===== config.mk =====
export PLATFORM = sky130hd
export DESIGN_NAME = pc_sequencer
export DESIGN_NICKNAME = d
export VERILOG_FILES = /design/src/rtl/pc_sequencer.sv
export SDC_FILE = /design/constraint.sdc
export NUM_CORES = 1
export LEC_CHECK = 0
export BUFFER_PORTS_ARGS = -buffer_cell sky130_fd_sc_hd__buf_2
export CORE_MARGIN = 4
export CORE_UTILIZATION = 35
export CTS_CLUSTER_SIZE = 20
export DETAILED_ROUTE_END_ITERATION = 10
export SLEW_MARGIN = 40
export SYNTH_ARGS = -nofsm -noshare
export SYNTH_HDL_FRONTEND = slang
export SYNTH_SLANG_ARGS = --single-unit

===== constraint.sdc =====
create_clock -name clk -period 2.5 [get_ports clk]
set_input_delay 0.25 -clock clk [delete_from_list [all_inputs] [get_ports clk]]
set_output_delay 0.25 -clock clk [all_outputs]
set_load 0.05 [all_outputs]

===== src/rtl/pc_sequencer.sv =====
// pc_sequencer
// Program-counter sequencer for a 16-bit instruction stream with 2-byte
// instructions. It decodes branch (B), register branch (BR) and halt (HLT)
// opcodes, evaluates branch conditions against the {V,N,Z} flags and keeps
// a saturating count of taken branches.
//
// Ports
//   clk          rising-edge clock for all state
//   rst          synchronous, active-high reset
//   stall        hazard hold; the PC does not advance while high
//   instr_valid  instr is a real instruction located at pc_addr
//   instr        opcode [15:12], cond [11:9], imm [IMM_W-1:0]
//   flags        {V,N,Z}
//   reg_target   register-indirect branch target
//   pc_addr      registered fetch address
//   pc_next_seq  pc_addr + 2 (combinational)
//   flush        one-cycle pulse in the cycle after a taken redirect
//   halted       high while in the HALT state
//   taken_count  saturating count of taken branches
module pc_sequencer #(
  parameter int unsigned              ADDR_W     = 16,
  parameter int unsigned              IMM_W      = 9,
  parameter logic [ADDR_W-1:0]        RESET_ADDR = {ADDR_W{1'b0}},
  parameter int unsigned              CNT_W      = 16
) (
  input  logic              clk,
  input  logic              rst,
  input  logic              stall,
  input  logic              instr_valid,
  input  logic [15:0]       instr,
  input  logic [2:0]        flags,
  input  logic [ADDR_W-1:0] reg_target,
  output logic [ADDR_W-1:0] pc_addr,
  output logic [ADDR_W-1:0] pc_next_seq,
  output logic              flush,
  output logic              halted,
  output logic [CNT_W-1:0]  taken_count
);

  localparam logic [3:0]        OP_B     = 4'b1100;
  localparam logic [3:0]        OP_BR    = 4'b1101;
  localparam logic [3:0]        OP_HLT   = 4'b1111;
  localparam logic [ADDR_W-1:0] PC_STEP  = ADDR_W'(2);
  localparam logic [CNT_W-1:0]  CNT_MAX  = {CNT_W{1'b1}};
  localparam logic [CNT_W-1:0]  CNT_ONE  = CNT_W'(1);

  typedef enum logic [0:0] {
    ST_RUN  = 1'b0,
    ST_HALT = 1'b1
  } state_t;

  state_t              state_r;
  state_t              state_next_s;
  logic [ADDR_W-1:0]   pc_next_s;
  logic                flush_next_s;
  logic [CNT_W-1:0]    count_next_s;
  logic                cond_pass_s;
  logic [ADDR_W-1:0]   imm_ext_s;
  logic [ADDR_W-1:0]   b_target_s;
  logic [3:0]          opcode_s;
  logic [2:0]          cond_s;
  logic                flag_z_s;
  logic                flag_n_s;
  logic                flag_v_s;

  assign opcode_s    = instr[15:12];
  assign cond_s      = instr[11:9];
  assign flag_z_s    = flags[0];
  assign flag_n_s    = flags[1];
  assign flag_v_s    = flags[2];
  assign pc_next_seq = pc_addr + PC_STEP;
  assign halted      = (state_r == ST_HALT);

  // Sign-extended immediate scaled to a byte offset; wraps modulo 2^ADDR_W.
  assign imm_ext_s  = {{(ADDR_W-IMM_W){instr[IMM_W-1]}}, instr[IMM_W-1:0]};
  assign b_target_s = pc_next_seq + {imm_ext_s[ADDR_W-2:0], 1'b0};

  // Branch condition evaluation against the current flags.
  always_comb begin
    cond_pass_s = 1'b0;
    case (cond_s)
      3'b000:  cond_pass_s = ~flag_z_s;
      3'b001:  cond_pass_s = flag_z_s;
      3'b010:  cond_pass_s = ~flag_z_s & ~flag_n_s;
      3'b011:  cond_pass_s = flag_n_s;
      3'b100:  cond_pass_s = flag_z_s | ~flag_n_s;
      3'b101:  cond_pass_s = flag_n_s | flag_z_s;
      3'b110:  cond_pass_s = flag_v_s;
      3'b111:  cond_pass_s = 1'b1;
      default: cond_pass_s = 1'b0;
    endcase
  end

  // Next-state, next-PC, flush and counter decisions.
  always_comb begin
    state_next_s = state_r;
    pc_next_s    = pc_addr;
    flush_next_s = 1'b0;
    count_next_s = taken_count;
    case (state_r)
      ST_RUN: begin
        if (stall) begin
          // A stalled branch stays unresolved; flags are re-read next cycle.
          pc_next_s = pc_addr;
        end else if (!instr_valid) begin
          pc_next_s = pc_next_seq;
        end else if (opcode_s == OP_HLT) begin
          state_next_s = ST_HALT;
          pc_next_s    = pc_addr;
        end else if (((opcode_s == OP_B) || (opcode_s == OP_BR)) && cond_pass_s) begin
          if (opcode_s == OP_BR) begin
            pc_next_s = reg_target;
          end else begin
            pc_next_s = b_target_s;
          end
          flush_next_s = 1'b1;
          if (taken_count != CNT_MAX) begin
            count_next_s = taken_count + CNT_ONE;
          end else begin
            count_next_s = taken_count;
          end
        end else begin
          pc_next_s = pc_next_seq;
        end
      end
      ST_HALT: begin
        // Only rst leaves HALT; everything holds and flush stays low.
        state_next_s = ST_HALT;
      end
      default: begin
        state_next_s = ST_HALT;
      end
    endcase
  end

  // State, PC, flush and counter registers with synchronous reset.
  always_ff @(posedge clk) begin
    if (rst) begin
      state_r     <= ST_RUN;
      pc_addr     <= RESET_ADDR;
      flush       <= 1'b0;
      taken_count <= {CNT_W{1'b0}};
    end else begin
      state_r     <= state_next_s;
      pc_addr     <= pc_next_s;
      flush       <= flush_next_s;
      taken_count <= count_next_s;
    end
  end

endmodule


==> results.txt, run 1 <==
Syn_area_per_cell - 7.71 µm²
FF-to-FF End - pc_addr[14]$_SDFFE_PP0P_
Via count - 3306
Initial Util - 36.0%
Area growth from synthesis to layout - 63.6%
Root buf cell - clkbuf_8
#FFs+latches synth - 34
Core Footprint - 0.00773 mm²
Leakage power - 2.07 nW
Final net count - 570
Critical path class - register to register
Later-pin clock latency in the skew report - 0.30 ns
Unrepaired setup endpoints after global routing - yes
Crit-path max cell delay - 0.39 ns
Count of hold-fix buffers inserted at cts - 0
CTS Buffer Depth - 2
Worst Hold Class - input port to register
Post-Synthesis Cells - 361
Final ANT Viol Nets - 0
Crit. Startpoint - pc_addr[1]$_SDFFE_PP0P_
Post-synth cell types - 56
Port buffer count - 88
Mapped Nets - 420
PnR worst setup slack - -0.0812 ns
Average wire per standard cell - 16.0 µm
Gr ovfl total - 0
Area post-placement - 0.00415 mm²
Slowest cell on crit path - dfxtp_4
Share of the synthesized area in the top cell type - 24.4%
Final hold violations - 0
Max_cap viols - 0
Via density - 5.38
Worst slew pin tran - 0.701 ns
Register area share after synthesis - 24.4%
Most used DFF post-synth - dfxtp_1
Die Height - 97.2 µm
Num rows - 32
Pin count of the biggest net entering global routing - 25
Pre-CTS WS - -0.234 ns
Critical path endpoint - pc_addr[14]$_SDFFE_PP0P_
Clock tree sinks - 34
R2R cell count - 13
Reg clk slew, reported paths - 0.08 ns
R2R Path Start - pc_addr[1]$_SDFFE_PP0P_
Fmax achieved - 387 MHz
Area leader, netlist - dfxtp_1
Vias in the first global route - 3150
Layout cell share with drive strength beyond 1 - 47.3%
Status - finished with violations
Initial DRT Pass Iterations - 5
Top post-synthesis cells by area - dfxtp_1, ha_1, xor2_1
Die width - 97.2 µm
Startpoint types - register
Crit end category - register
Synth warn - 0
Number of antenna violations at the first check in global routing - 0
Global router's overall resource usage - 20.2%
DRC - 0
Worst IR Drop VDD - 0.227 mV
Antenna Diode Count - 0
Multi-input logic area - 0.00254 mm²
Relative max-transition margin - 53.3%
Register area - 709 µm²
Die Area - 0.00944 mm²
Layout fillers - 682
Post-synth top cells - nor2_1, dfxtp_1, nand2_1
CP required - 2.67 ns
Finished Cell Area - 0.00455 mm²
Mapped Area - 0.00278 mm²
CTS Buf Count - 5
Reg-to-reg setup timing slack - -0.08 ns
Fin crit share - 103%
Final min period - 2.58 ns
Crit path max fanout - 7
PwrDens - 367 mW/mm²
IO Pins - 89
CTS tree - yes
Detailed Place HPWL - 7530 µm
Wire length of the first global-routing pass - 15700 µm
EDFF count, synth - 0
Critical path cell sequence - ha_4 > nand3_4 > nor2_4 > nand3_4 > xnor2_4 > ha_4 > a21o_1 > a31o_4 > a21oi_4 > nand3_1 > a31oi_1 > xor2_1 > a31oi_1
Top-count cell post-synth - nor2_1
Total Wirelength - 9830 µm
Final setup violation count - 5
H-tree depth - 2
Async set-reset flop share out of synthesis - 0%
Arrival time worst endpoint - 2.75 ns
Worst Skew - 0.0118 ns
Violated checks - setup timing
Setup TNS - -0.233 ns
Fin. max-slew vios - 0
Initial DRC Count - 135
Placer Congestion - 0.851
-- cell type report --
| cell class | count | area share (%) |
|---|---|---|
| multi-input combinational | 304 | 55.7 |
| clock buffer | 6 | 2.06 |
| timing repair buffer | 159 | 22.4 |
| clock inverter | 2 | 0.852 |
| sequential | 34 | 15.6 |
| tap | 102 | 2.80 |
| inverter | 7 | 0.577 |
-- repair_timing --
action	4_1_cts	5_1_grt
pin swaps	13	25
endpoints found under the setup margin	9	10
buffers inserted	3	4
resized for setup	11	32
-- per-stage QoR --
step	instances	hold slack, ns	total power, W	util, %
detailed placement	599	0.478	0.00104	53.7
finish	614	0.199	0.00167	58.9
global placement	599	0.475	0.00103	53.7
CTS	610	0.195	0.00165	56.5
global route	614	0.204	0.00175	58.9
floorplan	361	0.404	0.000863	-
-- how the worst min path moves through the flow --
stage                            startpoint                  endpoint  slack, ns  cells past startpoint
floorplan                     reg_target[8]   pc_addr[8]$_SDFFE_PP0P_       0.40                      2
global placement    pc_addr[0]$_SDFFE_PP0P_   pc_addr[0]$_SDFFE_PP0P_       0.48                      2
detailed placement  pc_addr[0]$_SDFFE_PP0P_   pc_addr[0]$_SDFFE_PP0P_       0.48                      2
CTS                          reg_target[13]  pc_addr[13]$_SDFFE_PP0P_       0.19                      3
global route                 reg_target[13]  pc_addr[13]$_SDFFE_PP0P_       0.20                      3
finish                       reg_target[13]  pc_addr[13]$_SDFFE_PP0P_       0.20                      3
-- where the power goes --
part | internal, W | leakage, nW | switching, W
combinational | 0.000223 | 1.72 | 0.000299
clock | 0.000360 | 0.0665 | 0.000230
sequential | 0.000548 | 0.282 | 0.0000123
-- cells by family (layout without fill, tap and decap cells) --
group / count (synthesis) / in the layout / synth area share (%)
AOI/OAI and AO/OA: 95 / 95 / 23.4
xor gates and xnor gates: 37 / 37 / 12.1
adders and majority gates: 20 / 20 / 9.26
buffers and inverters: 23 / 174 / 3.46
DFF: 34 / 34 / 24.4
muxes: 3 / 3 / 1.12
and+or+nand+nor: 149 / 149 / 26.2
-- critical path: cells and delay by family (launching register included) --
kind,cells,cell delay (ns)
AO/OA/AOI/OAI,5,0.78
AND/OR/NAND/NOR,4,0.53
adder cells (fa/ha/maj),2,0.41
flip-flops,1,0.39
XOR/XNOR,2,0.36
-- cells in the final DEF, fill, tap and decap left out, types with 6 or more instances in the layout --
cell     count
dfxtp_4      6
dfxtp_1     23
nand3_1     21
a21o_1       7
nand2_1     28
ha_1         8
a31oi_1      9
xor2_1      18
ha_4         9
o21ai_0     17
nor2_1      45
inv_1        7
buf_4       66
a21oi_1     16
buf_2       87
-- state kept, by name (all words and copies together) (netlist names) --
register     count
pc_addr         16
taken_count     16
flush            1
halted           1
-- layer usage --
metal,share of wire [%],track usage (%)
met5,0,0
met2,50,36.3
met3,6.1,3.30
met1,42,24.9
met4,1.9,5.51
No activity file was read; power rests on OpenSTA's default activity.
==> run 2: changes to the inputs <==
--- a/config.mk
+++ b/config.mk
@@ -6,7 +6,7 @@
 export NUM_CORES = 1
 export LEC_CHECK = 0
 export BUFFER_PORTS_ARGS = -buffer_cell sky130_fd_sc_hd__buf_2
-export CORE_MARGIN = 4
+export CORE_MARGIN = 3
 export CORE_UTILIZATION = 35
 export CTS_CLUSTER_SIZE = 20
 export DETAILED_ROUTE_END_ITERATION = 10
==> results.txt, run 2 (synthesis results as in run 1) <==
Critical path class - register to register (unchanged)
Largest registers - pc_addr x16, taken_count x16 (unchanged)
Unrepaired setup endpoints after global routing - yes (unchanged)
Core Util, Final - 60.0% (was 58.9%)
H-tree depth - 2 (unchanged)
Arrival time worst endpoint - 2.75 ns (about the same)
R2R Path Start - pc_addr[1]$_SDFFE_PP0P_ (unchanged)
CTS Buffer Depth - 2 (unchanged)
Wire length of the first global-routing pass - 14800 µm (was 15700 µm)
Initial DRC Count - 127 (was 135)
Die Height - 95.2 µm (was 97.2 µm)
Clock share of power - 28.4% (was 35.2%)
CP required - 2.67 ns (about the same)
Later-pin clock latency in the skew report - 0.29 ns (was 0.30 ns)
Die width - 95.2 µm (was 97.2 µm)
Relative max-transition margin - 58.9% (was 53.3%)
DRC - 0 (unchanged)
P_sw - 0.000504 W (was 0.000542 W)
Status - finished with violations (unchanged)
Internal - 0.000983 W (was 0.00113 W)
Count of hold-fix buffers inserted at cts - 0 (unchanged)
Number of antenna violations at the first check in global routing - 0 (unchanged)
Area growth from synthesis to layout - 61.3% (was 63.6%)
Gr ovfl total - 0 (unchanged)
Crit. Startpoint - pc_addr[1]$_SDFFE_PP0P_ (unchanged)
Delay-heaviest family, CP - compound AO/OA/AOI/OAI gates (unchanged)
Commonest non-fill, non-tap cell in the layout - buf_2 (unchanged)
PwrDens - 331 mW/mm² (was 367 mW/mm²)
CTS tree - yes (unchanged)
Worst IR Drop VDD - 0.276 mV (was 0.227 mV)
Vias in the first global route - 2999 (was 3150)
Via density - 5.37 (was 5.38)
Die Area - 0.00906 mm² (was 0.00944 mm²)
Violated checks - setup timing (unchanged)
Leakage power - 2.02 nW (was 2.07 nW)
Crit path max fanout - 7 (unchanged)
IO Pins - 89 (unchanged)
Final setup violation count - 6 (was 5)
Num rows - 31 (was 32)
Total Wirelength - 9420 µm (was 9830 µm)
Max_cap viols - 0 (unchanged)
Switching portion of total power - 33.9% (was 32.4%)
Part of the power in registers - 37.8% (was 33.5%)
Clock tree sinks - 34 (unchanged)
CTS Buf Count - 5 (unchanged)
Port buffer count - 88 (unchanged)
Critical path cell sequence - ha_4 > nand3_4 > nor2_4 > buf_12 > nand3_4 > xnor2_4 > ha_4 > a21o_1 > a31o_2 > a21oi_2 > nand3_1 > a31oi_1 > xor2_1 > a31oi_1 (was ha_4 > nand3_4 > nor2_4 > nand3_4 > xnor2_4 > ha_4 > a21o_1 > a31o_4 > a21oi_4 > nand3_1 > a31oi_1 > xor2_1 > a31oi_1)
Worst slew pin tran - 0.616 ns (was 0.701 ns)
Final hold violations - 0 (unchanged)
Buf/Inv on CP - 1 (was 0)
Crit-path max cell delay - 0.39 ns (about the same)
PnR worst setup slack - -0.0850 ns (was -0.0812 ns)
Fin. max-slew vios - 0 (unchanged)
Initial Util - 37.2% (was 36.0%)
Antenna Diode Count - 0 (unchanged)
Final net count - 565 (was 570)
Initial DRT Pass Iterations - 4 (was 5)
Crit end category - register (unchanged)
Setup TNS - -0.329 ns (was -0.233 ns)
Fin crit share - 103% (about the same)
Core Footprint - 0.00749 mm² (was 0.00773 mm²)
Comb power frac - 33.8% (was 31.3%)
Startpoint types - register (unchanged)
Worst Skew - 0.0108 ns (was 0.0118 ns)
Fmax achieved - 387 MHz (about the same)
Layout cell share with drive strength beyond 1 - 46.7% (was 47.3%)
Detailed Place HPWL - 7260 µm (was 7530 µm)
Global router's overall resource usage - 20.8% (was 20.2%)
Hold Startpoint - reg_target[13] (unchanged)
Average wire per standard cell - 15.5 µm (was 16.0 µm)
Slowest cell on crit path - dfxtp_4 (unchanged)
Root buf cell - clkbuf_8 (unchanged)
Via count - 3255 (was 3306)
Worst Hold Class - input port to register (unchanged)
Placer Congestion - 0.911 (was 0.851)
Final min period - 2.59 ns (was 2.58 ns)
Final ANT Viol Nets - 0 (unchanged)
Most frequent cells in the layout - buf_2, buf_4, nor2_1 (unchanged)
Pin count of the biggest net entering global routing - 25 (unchanged)
Reg clk slew, reported paths - 0.08 ns (about the same)
==> run 2: changes by cell type in the layout (fill, tap and decap cells not counted), moves of 2 or more <==
cell    change
buf_4       -4
nor2_4      +2
nor2_1      -3
xor2_2      -2
==> run 2: repair_timing <==
action,in CTS,in global routing
gates resized for setup,13,30
gates cloned,0,0
pin swaps,5,20
setup buffers,2,7
setup endpoints to repair,10,11
==> run 2: worst register-to-register path, cell delays in order, from the launching register on <==
cell and delay (ns):
dfxtp_4 0.39, ha_4 0.17, nand3_4 0.09, nor2_4 0.15
buf_12 0.13, nand3_4 0.09, xnor2_4 0.19, ha_4 0.23
a21o_1 0.17, a31o_2 0.22, a21oi_2 0.12, nand3_1 0.09
a31oi_1 0.17, xor2_1 0.16, a31oi_1 0.09
==> run 2: worst paths after layout <==
path	endpoint	slack, ns	cells past startpoint
worst min-delay path	pc_addr[13]$_SDFFE_PP0P_	0.21	3
worst max-delay path	pc_addr[14]$_SDFFE_PP0P_	-0.09	14
worst max register to register	pc_addr[14]$_SDFFE_PP0P_	-0.09	14
worst min register to register	pc_addr[7]$_SDFFE_PP0P_	0.49	2
==> run 2: final cells by class <==
| cell class | instances | area, µm² |
|---|---|---|
| clock inverter | 1 | 5.00 |
| clock buffer | 7 | 86.3 |
| multi-input combinational | 304 | 2560 |
| inverter | 7 | 26.3 |
| sequential | 34 | 709 |
| fill | 682 | 2990 |
| timing repair buffer | 154 | 983 |
| tap | 99 | 124 |
==> run 2: metrics by stage <==
step	setup WS, ns	instances	hold slack, ns	power (W)	cell area, µm²
after floorplan	-0.420	361	0.404	0.000863	3150
after global placement	-0.161	589	0.477	0.00102	4080
after detailed placement	-0.228	589	0.482	0.00102	4080
after CTS	-0.101	599	0.213	0.00145	4250
after global routing	-0.249	606	0.213	0.00156	4490
final	-0.0850	606	0.213	0.00149	4490
==> run 2: power by group through the flow <==
stage | Sequential, W | Combinational, W | Clock [W]
final | 0.000562 | 0.000503 | 0.000422
after global routing | 0.000563 | 0.000547 | 0.000455
after CTS | 0.000561 | 0.000465 | 0.000427
after detailed placement | 0.000573 | 0.000450 | 0
after global placement | 0.000573 | 0.000446 | 0
after floorplan | 0.000614 | 0.000250 | 0
==> run 2: per-layer routing <==
metal  global-route usage [%]  wire (µm)  vias to the layer above
li1                         -          -                     1604
met2                     34.9       4650                       92
met5                        0          0                        -
met3                     2.92        451                       11
met1                     28.1       4220                     1548
met4                     4.69         98                        0
==> run 3: changes to the inputs <==
--- a/config.mk
+++ b/config.mk
@@ -6,7 +6,6 @@
 export NUM_CORES = 1
 export LEC_CHECK = 0
 export BUFFER_PORTS_ARGS = -buffer_cell sky130_fd_sc_hd__buf_2
-export CORE_MARGIN = 3
 export CORE_UTILIZATION = 35
 export CTS_CLUSTER_SIZE = 20
 export DETAILED_ROUTE_END_ITERATION = 10
==> constraint.sdc (replaced) <==
create_clock -name clk -period 3 [get_ports clk]
set_input_delay 0.3 -clock clk [delete_from_list [all_inputs] [get_ports clk]]
set_output_delay 0.3 -clock clk [all_outputs]
set_load 0.02 [all_outputs]
==> results.txt, run 3 (synthesis results as in run 1) <==
Status - complete, no violations (was finished with violations)
Leakage power - 1.66 nW (was 2.02 nW)
Commonest non-fill, non-tap cell in the layout - buf_2 (unchanged)
Setup TNS - 0 ns (was -0.329 ns)
Core Footprint - 0.00773 mm² (was 0.00749 mm²)
Initial DRT Pass Iterations - 6 (was 4)
Final min period - 2.83 ns (was 2.59 ns)
Reg clk slew, reported paths - 0.07 ns (was 0.08 ns)
Initial Util - 36.0% (was 37.2%)
DRC - 0 (unchanged)
Worst Skew - 0.00556 ns (was 0.0108 ns)
Unrepaired setup endpoints after global routing - no (was yes)
Layout cell share with drive strength beyond 1 - 30.3% (was 46.7%)
Die Area - 0.00831 mm² (was 0.00906 mm²)
Critical path class - register to register (unchanged)
Detailed Place HPWL - 6360 µm (was 7260 µm)
Average wire per standard cell - 14.9 µm (was 15.5 µm)
Final net count - 515 (was 565)
Via count - 2994 (was 3255)
Startpoint types - register (unchanged)
Placer Congestion - 0.881 (was 0.911)
Antenna Diode Count - 0 (unchanged)
CTS Buffer Depth - 2 (unchanged)
Total Wirelength - 8320 µm (was 9420 µm)
CTS Buf Count - 5 (unchanged)
Largest registers - pc_addr x16, taken_count x16 (unchanged)
Crit path max fanout - 5 (was 7)
Area post-placement - 0.00342 mm² (was 0.00408 mm²)
CP required - 3.12 ns (was 2.67 ns)
PnR worst setup slack - 0.166 ns (was -0.0850 ns)
Number of antenna violations at the first check in global routing - 0 (unchanged)
IO Pins - 89 (unchanged)
CTS tree - yes (unchanged)
Port buffer count - 88 (unchanged)
Count of hold-fix buffers inserted at cts - 0 (unchanged)
Worst IR Drop VDD - 0.152 mV (was 0.276 mV)
Arrival time worst endpoint - 2.96 ns (was 2.75 ns)
Wire length of the first global-routing pass - 13500 µm (was 14800 µm)
Final ANT Viol Nets - 0 (unchanged)
Clock tree sinks - 34 (unchanged)
H-tree depth - 2 (unchanged)
Finished Cell Area - 0.00358 mm² (was 0.00449 mm²)
PwrDens - 299 mW/mm² (was 331 mW/mm²)
Gr ovfl total - 0 (unchanged)
Fin crit share - 94.5% (was 103%)
Pre-CTS WS - 0.0616 ns (was -0.228 ns)
Fin. max-slew vios - 0 (unchanged)
Relative max-transition margin - 55.6% (was 58.9%)
Initial DRC Count - 125 (was 127)
Num rows - 32 (was 31)
Global router's overall resource usage - 20.1% (was 20.8%)
Crit end category - register (unchanged)
Worst Hold Class - input port to register (unchanged)
Final hold violations - 0 (unchanged)
Vias in the first global route - 2828 (was 2999)
Layout fillers - 841 (was 682)
Pin count of the biggest net entering global routing - 36 (was 25)
Via density - 5.37 (about the same)
Final setup violation count - 0 (was 6)
Worst slew pin tran - 0.666 ns (was 0.616 ns)
Die Height - 91.2 µm (was 95.2 µm)
Later-pin clock latency in the skew report - 0.27 ns (was 0.29 ns)
Total Power - 0.00107 W (was 0.00149 W)
Most frequent cells in the layout - buf_2, nor2_1, nand2_1 (was buf_2, buf_4, nor2_1)
Die width - 91.2 µm (was 95.2 µm)
Fmax achieved - 353 MHz (was 387 MHz)
Root buf cell - clkbuf_8 (unchanged)
Max_cap viols - 0 (unchanged)
Area growth from synthesis to layout - 28.4% (was 61.3%)
-- run 3: worst paths after layout --
check,start,endpoint,slack (ns),cells after the start
hold / removal,reg_target[13],pc_addr[13]$_SDFFE_PP0P_,0.29,3
setup reg to reg,pc_addr[1]$_SDFFE_PP0P_,pc_addr[9]$_SDFFE_PP0P_,0.17,11
hold reg to reg,pc_addr[0]$_SDFFE_PP0P_,pc_addr[0]$_SDFFE_PP0P_,0.50,2
setup / recovery,pc_addr[1]$_SDFFE_PP0P_,pc_addr[9]$_SDFFE_PP0P_,0.17,11
-- run 3: layer usage --
layer / track usage, % / part of all wire, %
met1: 26.8 / 47
met2: 33.6 / 47
met3: 3.94 / 5.0
met4: 4.23 / 0.84
met5: 0 / 0
-- run 3: critical path, stage by stage, from the launching register on --
cell      delay [ns]
dfxtp_2         0.33
ha_2            0.21
xor2_1          0.28
ha_1            0.35
nor2b_1         0.17
o31a_1          0.28
o221ai_1        0.35
buf_4           0.20
xor2_1          0.17
nor2_1          0.06
a21oi_1         0.18
a211oi_1        0.12
-- run 3: repair_timing --
item	in CTS	in global routing
gates resized for setup	0	16
endpoints found under the setup margin	0	6
setup buffers	0	3
-- run 3: layout make-up --
cell class	count	area, µm²	share of cell area [%]
Clock buffer	7	76.3	2.13
Inverter	7	26.3	0.735
Multi-Input combinational cell	304	2100	58.7
Sequential cell	34	687	19.2
Tap cell	102	128	3.57
Timing Repair Buffer	104	561	15.7
-- run 3: through the flow --
step | util [%] | hold WS, ns | cells
floorplan | - | 0.454 | 361
global placement | 44.2 | 0.482 | 548
detailed placement | 44.2 | 0.497 | 548
CTS | 45.2 | 0.278 | 555
global route | 46.3 | 0.291 | 558
finish | 46.3 | 0.287 | 558
-- run 3: power breakdown --
| group | leakage (nW) | switching, W | internal [W] |
|---|---|---|---|
| sequential | 0.277 | 0.0000102 | 0.000460 |
| combinational | 1.35 | 0.000170 | 0.000118 |
| clock | 0.0383 | 0.000151 | 0.000160 |
| total | 1.66 | 0.000331 | 0.000738 |
